`src/rtl/led_pkg.sv`:
```
// Shared constants and helpers for the LED pulse stretcher.
package led_pkg;

  localparam int HOLD_W         = 8;
  localparam int N_LED_DEF      = 8;
  localparam int CLK_HZ_DEF     = 160000000;
  localparam int STRETCH_MS_DEF = 20;
  localparam int PWM_BITS_DEF   = 8;

  // Clocks per millisecond tick
  function automatic int ms_div(input int clk_hz);
    return clk_hz / 1000;
  endfunction

  function automatic int cnt_w(input int n);
    return (n <= 1) ? 1 : $clog2(n);
  endfunction

endpackage

```
`src/rtl/led_stretch_chan.sv`:
```
// One LED channel: input synchronizer, millisecond hold counter, registered lit output.
module led_stretch_chan
  import led_pkg::*;
#(
  parameter int STRETCH_MS = STRETCH_MS_DEF
) (
  input  logic i_clk,
  input  logic i_rst,
  input  logic i_led,
  input  logic i_ms_tick,
  input  logic i_pwm_on,
  output logic o_led
);

  logic              r_sync1;
  logic              r_sync2;
  logic [HOLD_W-1:0] r_hold;
  logic              r_lit;
  logic              w_hold_nz;
  logic              w_active;

  assign w_hold_nz = (r_hold != '0);
  assign w_active  = r_sync2 | w_hold_nz;

  // A live input reloads the hold, which wins over a coincident tick decrement
  always_ff @(posedge i_clk or posedge i_rst) begin
    if (i_rst) begin
      r_sync1 <= 1'b0;
      r_sync2 <= 1'b0;
      r_hold  <= '0;
      r_lit   <= 1'b0;
    end else begin
      r_sync1 <= i_led;
      r_sync2 <= r_sync1;
      if (r_sync2)
        r_hold <= HOLD_W'(STRETCH_MS);
      else if (i_ms_tick && w_hold_nz)
        r_hold <= r_hold - 1'b1;
      r_lit <= w_active & i_pwm_on;
    end
  end

  assign o_led = r_lit;

endmodule

```
`src/rtl/led_stretch.sv`:
```
// LED pulse stretcher with PWM dimming; shares one ms prescaler and one PWM counter
// across all channels.
module led_stretch
  import led_pkg::*;
#(
  parameter int N_LED      = N_LED_DEF,
  parameter int CLK_HZ     = CLK_HZ_DEF,
  parameter int STRETCH_MS = STRETCH_MS_DEF,
  parameter int PWM_BITS   = PWM_BITS_DEF
) (
  input  logic                clock,
  input  logic                async_res,
  input  logic [N_LED-1:0]    led_in,
  input  logic [PWM_BITS-1:0] brightness,
  output logic [N_LED-1:0]    led_out,
  output logic [N_LED-1:0]    led_n
);

  localparam int DIV   = ms_div(CLK_HZ);
  localparam int PRE_W = cnt_w(DIV);

  logic [PRE_W-1:0]    r_presc;
  logic [PWM_BITS-1:0] r_pwm;
  logic                w_ms_tick;
  logic                w_pwm_on;
  logic [N_LED-1:0]    w_led;

  assign w_ms_tick = (r_presc == PRE_W'(DIV - 1));

  always_ff @(posedge clock or posedge async_res) begin
    if (async_res) begin
      r_presc <= '0;
      r_pwm   <= '0;
    end else begin
      r_presc <= w_ms_tick ? '0 : r_presc + 1'b1;
      r_pwm   <= r_pwm + 1'b1;
    end
  end

  // Full scale bypasses the compare so the LED never blinks off at the wrap
  assign w_pwm_on = (brightness == '1) || (r_pwm < brightness);

  for (genvar g = 0; g < N_LED; g++) begin : g_chan
    led_stretch_chan #(
      .STRETCH_MS (STRETCH_MS)
    ) u_chan (
      .i_clk     (clock),
      .i_rst     (async_res),
      .i_led     (led_in[g]),
      .i_ms_tick (w_ms_tick),
      .i_pwm_on  (w_pwm_on),
      .o_led     (w_led[g])
    );
  end

  assign led_out = w_led;
  assign led_n   = ~w_led;

endmodule
```
`config.mk`:
```
export PLATFORM = sky130hd
export DESIGN_NAME = led_stretch
export DESIGN_NICKNAME = d
export VERILOG_FILES = /design/src/rtl/led_pkg.sv /design/src/rtl/led_stretch_chan.sv /design/src/rtl/led_stretch.sv
export SDC_FILE = /design/constraint.sdc
export NUM_CORES = 1
export LEC_CHECK = 0
export ABC_AREA = 1
export BUFFER_PORTS_ARGS = -buffer_cell sky130_fd_sc_hd__buf_2
export CAP_MARGIN = 0
export CORE_AREA = 2 2 140 142
export CTS_CLUSTER_DIAMETER = 30
export DETAILED_ROUTE_END_ITERATION = 16
export DIE_AREA = 0 0 142 144
export HOLD_SLACK_MARGIN = 0.06
export SLEW_MARGIN = 30
export SYNTH_ARGS = -nofsm -noshare
export SYNTH_HDL_FRONTEND = slang
export SYNTH_SLANG_ARGS = --single-unit
```
`constraint.sdc`:
```
create_clock -name clock -period 5 [get_ports clock]
set_input_delay 0.75 -clock clock [delete_from_list [all_inputs] [get_ports clock]]
set_output_delay 0.75 -clock clock [all_outputs]
set_load 0.1 [all_outputs]
```
==> impl_metrics.py, run 1 <==
metrics = {
    "sta": {
        "hold_violations": 0,
        "tightest_slew_ns": 0.680,
        "slew_violations": 0,
        "post-route-period-util": 0.416,
        "setup-tns-final_ns": 0,
        "slew_headroom": 0.546,
        "clock.fmax_ghz": 0.481,
        "rsz0062_at_grt": "no",
        "setup_viol": 0,
        "fin_ws_ns": 2.92,
        "post-route-min-period_ns": 2.08,
        "worst_clock_skew_ns": 0.0129,
    },
    "synth": {
        "syn-instance-count": 871,
        "yosysWarnings": 0,
        "synth-edff-count": 0,
        "synth_top_area_cell": "dfrtp_1",
        "ys_types": 35,
        "yosysMostFrequentCell": "nand2_1",
        "yosysSeqAreaShare": 0.437,
        "synthFlopType": "dfrtp_1",
        "synth-seq-cells": 114,
        "syn_area_um2": 6530,
        "ys_top_cells_by_count": "nand2_1 (232), nand3_1 (124), inv_1 (121), dfrtp_1 (114), nor2_1 (105)",
        "async_flop_share": 1.00,
        "synth_area_leaders": "dfrtp_1 (44%), nand2_1 (13%), nand3_1 (9.5%)",
        "syn_nets": 914,
        "netlist.area_leader.share": 0.437,
        "syn_avg_cell_area_um2": 7.49,
    },
    "finish": {
        "layout.nets": 949,
        "diodes": 0,
        "multi_input_area_um2": 3080,
        "post-route-cell-area_um2": 7530,
        "syn_to_final_growth_pct": 15.4,
        "seq_area_um2": 2850,
        "drive_gt1_frac": 0.104,
        "fillers": 1921,
    },
    "critical_path": {
        "cpPeakStageDelay_ns": 0.43,
        "crit_chain": "inv_1 > buf_2",
        "r2r_cells": 9,
        "reg2reg_slack_ns": 2.93,
        "path_class": "reg2out",
        "cp_max_fo": 2,
        "cp-end-kind": "primary output",
        "crit_buf_inv": 2,
        "worstSetupStartpointType": "flop",
        "cp.depth": 2,
        "rr_endpoint": "g_chan[0].u_chan.r_hold[2]",
        "arrival_ns": 1.33,
        "worstSetupEndpoint": "led_n[4]",
        "critPathSlowestCell": "dfrtp_1",
        "required_ns": 4.25,
        "cp_top_family": "buffers and inverters",
        "r2r-start": "r_presc[0]",
        "critPathLaunch": "g_chan[4].u_chan.o_led",
    },
    "placed_design": {
        "dpl_cell_area_um2": 6880,
        "dp_hpwl_um": 9260,
        "io_buffers": 33,
        "dp_worst_setup_slack_ns": 2.91,
        "finalWeightedCongestion": 0.844,
    },
    "routing": {
        "drc_errors": 0,
        "drt-pass1-iter-count": 7,
        "drtAntennaViolNets": 0,
        "routedWlPerCell_um": 11.5,
        "dr_total_vias": 5364,
        "initialDrtViolationCount": 313,
        "drt_wl_total_um": 13400,
        "via_per_inst": 4.64,
    },
    "power_and_ir_drop": {
        "p_leak_nw": 4.00,
        "ir_drop_mv": 0.231,
        "power_per_cell_area_nw_per_um2": 374,
        "power_mw": 2.82,
    },
    "global_routing": {
        "gr-usage-all-layers": 0.142,
        "grt_max_degree": 55,
        "grt_first_pass_wirelength_um": 23500,
        "antenna_found_initial": 0,
        "grt_pass1_vias": 5014,
        "overflow": 0,
    },
    "clock_network": {
        "tritoncts": "built",
        "cts_sinks": 114,
        "root_buffer": "clkbuf_16",
        "cts_setup_buffers": 0,
        "clock_latency_ns": 0.42,
        "cts_resized": 0,
        "path_clk_slew_ns": 0.05,
        "clockBufferDepth": 2,
        "cts_max_level": 4,
        "ctsHoldBuffers": 0,
        "cts_buffers": 17,
    },
    "die": {
        "dieHeight_um": 144,
        "pin_count": 34,
        "die_w_um": 142,
        "core_um2": 19100,
        "placementRows": 51,
        "die_area_um2": 20400,
        "floorplan.initialDensity": 0.342,
    },
    "min_path": {
        "worstHoldPathType": "in2async",
    },
    "run": {
        "maxCapViolCount": 0,
    },
    "run_status": {
        "status": "finished, final reports clean",
    },
}
how the worst min path moves through the flow:
stage | depth (start not counted) | to
2_1_floorplan | 0 | g_chan[0].u_chan.r_sync2
3_3_place_gp | 0 | g_chan[6].u_chan.r_sync2
3_5_place_dp | 0 | g_chan[0].u_chan.r_sync2
4_1_cts | 2 | g_chan[4].u_chan.r_sync1
5_1_grt | 2 | g_chan[4].u_chan.r_sync1
6_report | 2 | g_chan[4].u_chan.r_sync1
logic make-up (layout without fill, tap and decap cells):
group / after synthesis / after routing / synth area share
simple gates: 526 / 526 / 0.359
compound gates: 37 / 37 / 0.0316
flops: 114 / 114 / 0.437
fa+ha+maj: 25 / 25 / 0.0479
xor+xnor: 24 / 24 / 0.0322
buf+inv: 145 / 193 / 0.0916
routing by layer:
metal | vias to the layer above | GRT usage | share of wire
met5 | - | 0 | 0
met4 | 0 | 0.0432 | 0.012
met3 | 22 | 0.0374 | 0.031
met2 | 56 | 0.228 | 0.45
met1 | 2461 | 0.190 | 0.51
li1 | 2825 | - | -
state kept, by name (all words and copies together) (netlist names):
signal,cells
g_chan.u_chan.o_led,8
g_chan.u_chan.r_hold,64
g_chan.u_chan.r_sync1,8
g_chan.u_chan.r_sync2,8
r_presc,18
r_pwm,8
power by group:
part | total (mW) | internal (mW) | switching [mW]
sequential | 1.04 | 0.983 | 0.0578
combinational | 0.451 | 0.128 | 0.323
clock | 1.32 | 0.897 | 0.427
total | 2.82 | 2.01 | 0.808
cells in the final DEF (no fill, tap or decap), types with 3 or more instances in the layout:
cell type  instances
bufinv_16          4
clkbuf_16         17
o21bai_1           4
o21ai_0           16
inv_2              3
nand4_1           25
nand3_1          124
nand2_4            4
nor3_1             7
inv_1            120
xnor2_1            4
ha_1              25
nand2_2            8
nand2_1          232
clkinv_2           3
or2_2              5
nor2_2             4
dfrtp_1          114
xor2_1            20
nor2_1           105
a21oi_1           12
buf_2             33
nand3b_1           4
clkbuf_8           5
through the flow:
stage | std cells | hold WS, ns | util
floorplan | 871 | 0.331 | -
global placement | 1125 | 0.334 | 0.361
detailed placement | 1125 | 0.337 | 0.361
CTS | 1157 | 0.302 | 0.395
global route | 1157 | 0.314 | 0.395
finish | 1157 | 0.298 | 0.395
final cells by class:
| cell class | instances | area share |
|---|---|---|
| multi-input cells | 612 | 0.408 |
| flip-flops and latches | 114 | 0.379 |
| clock buffers | 23 | 0.0661 |
| inverters | 126 | 0.0631 |
| well taps | 238 | 0.0395 |
| repair buffers | 35 | 0.0239 |
| clock inverters | 9 | 0.0199 |
Power figures use the tool's default switching activity.
==> inputs of run 2 (changes only) <==
ABC_AREA = 0   (was 1)
CORE_AREA = 2 2 130 132   (was 2 2 140 142)
DIE_AREA = 0 0 132 134   (was 0 0 142 144)
clock period = 2.1 ns   (was 5 ns; I/O delays follow)
==> run 2 against run 1 <==
The flow now finishes with violations (negative setup slack). Wire length shrank 7.9%. Clock-buffer cell count rose by 1. Sequential share of layout area about the same. Sequential power up 120%. Worst hold slack better by 0.047 ns. Area after synthesis is 14% lower.
==> impl_metrics.py, run 2 <==
metrics = {
    "run_status": {
        "status": "finished, violations left",
        "violations": "negative setup slack",
    },
    "finish": {
        "layout.nets": 700,
        "final_cell_mix": "dfrtp_1 (114), nor2_1 (65), buf_4 (48)",
        "multi_input_area_um2": 2850,
        "largest_reg_flops": 64,
        "fillers": 1528,
        "drive_gt1_frac": 0.258,
        "final_common_cell": "dfrtp_1",
        "regMostFlops": "g_chan.u_chan.r_hold",
        "seq_area_um2": 2850,
        "syn_to_final_growth_pct": 33.7,
        "post-route-cell-area_um2": 7530,
        "diodes": 0,
        "layout.cells.non_filler": 887,
        "top_regs": "g_chan.u_chan.r_hold: 64 flops, r_presc: 18 flops",
    },
    "routing": {
        "drt-pass1-iter-count": 4,
        "routedWlPerCell_um": 13.9,
        "dr_total_vias": 4451,
        "initialDrtViolationCount": 244,
        "via_per_inst": 5.02,
        "drtAntennaViolNets": 0,
        "drt_wl_total_um": 12300,
        "drc_errors": 0,
    },
    "synth": {
        "synthFlopType": "dfrtp_1",
        "ys_types": 50,
        "yosysWarnings": 0,
        "synth_top_area_cell": "dfrtp_1",
        "syn_nets": 598,
        "yosysSeqAreaShare": 0.506,
        "async_flop_share": 1.00,
        "ys_top_cells_by_count": "dfrtp_1 (114), nor2_1 (66), inv_1 (40), nand4_1 (27), xor2_1 (26)",
        "synth_area_leaders": "dfrtp_1 (51%), ha_1 (5.6%), nor2_1 (4.4%)",
        "yosysMostFrequentCell": "dfrtp_1",
        "syn-instance-count": 555,
        "netlist.area_leader.share": 0.506,
        "syn_avg_cell_area_um2": 10.2,
        "synth-seq-cells": 114,
        "synth-edff-count": 0,
        "syn_area_um2": 5630,
    },
    "die": {
        "dieHeight_um": 134,
        "pin_count": 34,
        "die_area_um2": 17700,
        "placementRows": 47,
        "floorplan.initialDensity": 0.346,
        "core_um2": 16300,
        "die_w_um": 132,
    },
    "global_routing": {
        "grt_pass1_vias": 4600,
        "gr-usage-all-layers": 0.149,
        "grt_first_pass_wirelength_um": 21500,
        "grt_max_degree": 82,
        "overflow": 0,
        "antenna_found_initial": 0,
    },
    "min_path": {
        "min-delay-start": "g_chan[4].u_chan.r_sync1",
        "worstHoldPathType": "reg2reg",
        "min_to": "g_chan[4].u_chan.r_sync2",
        "hold_depth": 0,
    },
    "critical_path": {
        "worstSetupStartpointType": "flop",
        "cp-end-kind": "flop",
        "r2r-start": "r_presc[16]",
        "path_class": "reg2reg",
        "cp_max_fo": 2,
        "reg2reg_slack_ns": -0.19,
        "arrival_ns": 2.63,
        "required_ns": 2.45,
        "rr_endpoint": "g_chan[4].u_chan.r_hold[6]",
        "r2r_cells": 5,
    },
    "sta": {
        "post-route-min-period_ns": 2.29,
        "tightest_slew_ns": 0.567,
        "hold_violations": 0,
        "setup-tns-final_ns": -1.55,
        "post-route-period-util": 1.09,
        "clock.fmax_ghz": 0.437,
        "worst_clock_skew_ns": 0.00804,
        "fin_ws_ns": -0.186,
        "rsz0062_at_grt": "yes",
        "setup_viol": 22,
        "slew_headroom": 0.619,
        "slew_violations": 0,
    },
    "placed_design": {
        "place_inst": 838,
        "dp_worst_setup_slack_ns": -0.218,
        "finalWeightedCongestion": 0.820,
        "io_buffers": 33,
        "dp_hpwl_um": 8260,
        "dpl_cell_area_um2": 6480,
    },
    "clock_network": {
        "clockBufferDepth": 2,
        "tritoncts": "built",
        "clock_latency_ns": 0.42,
        "path_clk_slew_ns": 0.05,
        "cts_max_level": 4,
        "cts_buffers": 17,
        "cts_sinks": 114,
        "root_buffer": "clkbuf_16",
    },
    "power_and_ir_drop": {
        "ir_drop_mv": 0.570,
        "p_leak_nw": 3.23,
        "power_per_cell_area_nw_per_um2": 709,
        "power_mw": 5.34,
    },
    "run": {
        "maxCapViolCount": 0,
    },
}
run 2: cell count changes after synthesis, sizes merged, moves of 11 or more:
cell / delta
inv: -84
nor4: +20
or3: +11
nand2: -221
nand3: -107
xnor2: +21
or4: +12
nor2: -45
run 2: power breakdown:
group / total, mW / switching [mW] / internal, mW
combinational: 0.284 / 0.223 / 0.0607
sequential: 2.25 / 0.0268 / 2.23
clock: 2.80 / 0.960 / 1.84
run 2: worst max-delay path, cell delays in order (launching register included):
cell and delay, ns:
dfrtp_1 0.41, nor4b_4 0.31, or4b_4 0.51, or4_4 0.52, or3_1 0.33, a21oi_2 0.13
run 2: worst max-delay path by stage:
stage,start,endpoint,slack [ns],cells past startpoint
3_3_place_gp,r_presc[8],g_chan[4].u_chan.r_hold[6],-0.11,5
5_1_grt,r_presc[16],g_chan[2].u_chan.r_hold[4],-0.27,8
2_1_floorplan,r_presc[0],g_chan[4].u_chan.r_hold[6],-0.18,7
3_5_place_dp,r_presc[8],g_chan[4].u_chan.r_hold[6],-0.22,5
4_1_cts,r_presc[8],g_chan[4].u_chan.r_hold[6],-0.18,5
6_report,r_presc[16],g_chan[4].u_chan.r_hold[6],-0.19,5
run 2: timing repair:
action	in CTS	in global routing
pin swaps	5	26
buffers inserted	5	8
hold buffers	9	0
endpoints found under the setup margin	31	60
resized for setup	14	49
gates cloned	1	1
endpoints found under the hold margin	14	0
run 2: layer usage:
layer | vias up | GRT usage | part of all wire
met4 | 0 | 0.0604 | 0.018
met3 | 20 | 0.0435 | 0.035
met2 | 68 | 0.251 | 0.50
li1 | 2149 | - | -
met5 | - | 0 | 0
met1 | 2214 | 0.180 | 0.44
run 2: cell type report:
class,instances,area share
Sequential cell,114,0.379
Multi-Input combinational cell,378,0.378
Timing Repair Buffer,106,0.111
Clock buffer,24,0.0653
Tap cell,220,0.0365
Inverter,40,0.0204
Clock inverter,5,0.0103
run 2: logic make-up after synthesis:
kind of cell,Yosys count,synth area share
compound gates,57,0.0644
mux,6,0.0109
buf+inv,63,0.0480
xor+xnor,51,0.0793
flops,114,0.506
simple gates,239,0.236
fa+ha+maj,25,0.0555
run 2: metrics by stage:
stage / util / hold WS (ns)
floorplan: - / 0.331
global placement: 0.398 / 0.246
detailed placement: 0.398 / 0.250
CTS: 0.447 / 0.346
global route: 0.462 / 0.355
finish: 0.462 / 0.345
==> inputs of run 3 (changes only) <==
CTS_CLUSTER_SIZE = 8   (was not set)
MAX_ROUTING_LAYER = met4   (was not set)
==> run 3 against run 2 <==
The flow still finishes with violations (negative setup slack). Power rose by 0.12%. Clock-buffer cell count did not move. Sequential cell count did not move. Die area did not move. Non-clock buffer count did not move. Final cell count did not move. Setup slack barely moved. Register-to-register slack barely moved. First-iteration DRC count did not move. Clock power barely moved. Final area rose by 0.12%. Critical path type unchanged. Largest power group unchanged. Highest routed layer unchanged.
==> impl_metrics.py, run 3 (same netlist as run 2, synthesis figures left out) <==
metrics = {
    "finish": {
        "syn_to_final_growth_pct": 33.8,
        "diodes": 0,
        "drive_gt1_frac": 0.258,
        "final_cell_mix": "dfrtp_1 (114), nor2_1 (65), buf_4 (49)",
        "post-route-cell-area_um2": 7540,
        "top_regs": "g_chan.u_chan.r_hold: 64 flops, r_presc: 18 flops",
        "utilization": 0.463,
        "final_common_cell": "dfrtp_1",
        "largest_reg_flops": 64,
        "regMostFlops": "g_chan.u_chan.r_hold",
        "fillers": 1527,
        "layout.nets": 700,
    },
    "critical_path": {
        "cpPeakStageDelay_ns": 0.52,
        "path_class": "reg2reg",
        "critPathLaunch": "r_presc[16]",
        "arrival_ns": 2.64,
        "rr_endpoint": "g_chan[4].u_chan.r_hold[6]",
        "cp_max_fo": 2,
        "r2r_cells": 5,
        "cp.depth": 5,
        "r2r-start": "r_presc[16]",
        "required_ns": 2.45,
        "reg2reg_slack_ns": -0.19,
        "critPathSlowestCell": "or4_4",
        "cp_top_family": "simple AND/OR/NAND/NOR gates",
        "worstSetupStartpointType": "flop",
        "cp-end-kind": "flop",
        "crit_buf_inv": 0,
        "crit_chain": "nor4b_4 > or4b_4 > or4_4 > or3_1 > a21oi_2",
    },
    "die": {
        "floorplan.initialDensity": 0.346,
        "die_w_um": 132,
        "dieHeight_um": 134,
        "placementRows": 47,
        "pin_count": 34,
        "die_area_um2": 17700,
        "core_um2": 16300,
    },
    "sta": {
        "slew_violations": 0,
        "hold_ws_ns": 0.344,
        "setup-tns-final_ns": -1.50,
        "hold_violations": 0,
        "post-route-period-util": 1.09,
        "fin_ws_ns": -0.186,
        "worst_clock_skew_ns": 0.00854,
        "tightest_slew_ns": 0.568,
        "rsz0062_at_grt": "yes",
        "setup_viol": 21,
        "clock.fmax_ghz": 0.437,
        "post-route-min-period_ns": 2.29,
        "slew_headroom": 0.618,
    },
    "clock_network": {
        "cts_max_level": 4,
        "path_clk_slew_ns": 0.06,
        "cts_sinks": 114,
        "clock_latency_ns": 0.42,
        "clockBufferDepth": 2,
        "cts_buffers": 17,
        "tritoncts": "built",
        "root_buffer": "clkbuf_16",
    },
    "placed_design": {
        "io_buffers": 33,
        "dp_hpwl_um": 8260,
        "dpl_cell_area_um2": 6480,
        "dp_worst_setup_slack_ns": -0.218,
        "finalWeightedCongestion": 0.833,
    },
    "global_routing": {
        "grt_pass1_vias": 4591,
        "overflow": 0,
        "antenna_found_initial": 0,
        "grt_first_pass_wirelength_um": 21500,
        "gr-usage-all-layers": 0.154,
        "grt_max_degree": 82,
    },
    "run_status": {
        "status": "finished, violations left",
        "violations": "negative setup slack",
    },
    "min_path": {
        "hold_depth": 0,
        "worstHoldPathType": "reg2reg",
        "min_to": "g_chan[4].u_chan.r_sync2",
        "min-delay-start": "g_chan[4].u_chan.r_sync1",
    },
    "routing": {
        "via_per_inst": 5.03,
        "initialDrtViolationCount": 244,
        "drtAntennaViolNets": 0,
        "drc_errors": 0,
        "dr_total_vias": 4461,
        "drt-pass1-iter-count": 4,
        "routedWlPerCell_um": 13.9,
        "drt_wl_total_um": 12400,
    },
    "power_and_ir_drop": {
        "p_comb_frac": 0.053,
        "power_per_cell_area_nw_per_um2": 709,
        "ir_drop_mv": 0.570,
        "p_leak_nw": 3.21,
        "pwr-share-clk": 0.526,
        "pwr-share-seq": 0.421,
        "netSwitchingPower_mw": 1.22,
        "internal_power_mw": 4.13,
        "p_sw_frac": 0.228,
    },
    "run": {
        "maxCapViolCount": 0,
    },
}
run 3: cell counts in the layout (fill, tap and decap cells not counted):
Identical to the previous run, type by type.
run 3: per-stage QoR:
stage | instances | power [mW]
5_1_grt | 887 | 5.54
2_1_floorplan | 555 | 2.50
3_5_place_dp | 838 | 2.56
6_report | 887 | 5.35
4_1_cts | 882 | 5.41
3_3_place_gp | 838 | 2.56
run 3: worst reg2reg max path, delay by kind of cell, from the launching register on:
kind / cells / cell delay [ns]
simple gates: 4 / 1.67
flops: 1 / 0.41
compound gates: 1 / 0.13
run 3: repair_timing:
action | in CTS | in global routing
hold buffers | 9 | 0
gates cloned | 1 | 1
setup endpoints to repair | 31 | 60
buffers inserted | 5 | 8
pin swaps | 5 | 28
hold endpoints to repair | 14 | 0
resized for setup | 14 | 47
run 3: cell type report:
class,instances,area [um2],area share
flip-flops and latches,114,2850,0.378
multi-input cells,378,2850,0.378
repair buffers,106,840,0.111
clock buffers,24,492,0.0652
well taps,220,275,0.0365
inverters,40,154,0.0204
clock inverters,5,77.6,0.0103
run 3: metal layers:
| layer | track usage | routed length, um | vias up |
|---|---|---|---|
| li1 | - | - | 2151 |
| met1 | 0.181 | 5440 | 2223 |
| met2 | 0.251 | 6290 | 65 |
| met3 | 0.0435 | 424 | 22 |
| met4 | 0.0604 | 205 | 0 |
| met5 | - | 0 | - |
run 3: worst max-delay path by stage:
stage | to
after floorplan | g_chan[4].u_chan.r_hold[6]
after global placement | g_chan[4].u_chan.r_hold[6]
after global routing | g_chan[2].u_chan.r_hold[4]
after detailed placement | g_chan[4].u_chan.r_hold[6]
final | g_chan[4].u_chan.r_hold[6]
after CTS | g_chan[4].u_chan.r_hold[6]
run 3: power by group through the flow:
stage | logic, mW | clock network (mW) | registers, mW
final | 0.284 | 2.81 | 2.25
after global routing | 0.305 | 2.98 | 2.25
after CTS | 0.290 | 2.87 | 2.25
after detailed placement | 0.276 | 0 | 2.29
after global placement | 0.274 | 0 | 2.29
after floorplan | 0.230 | 0 | 2.27
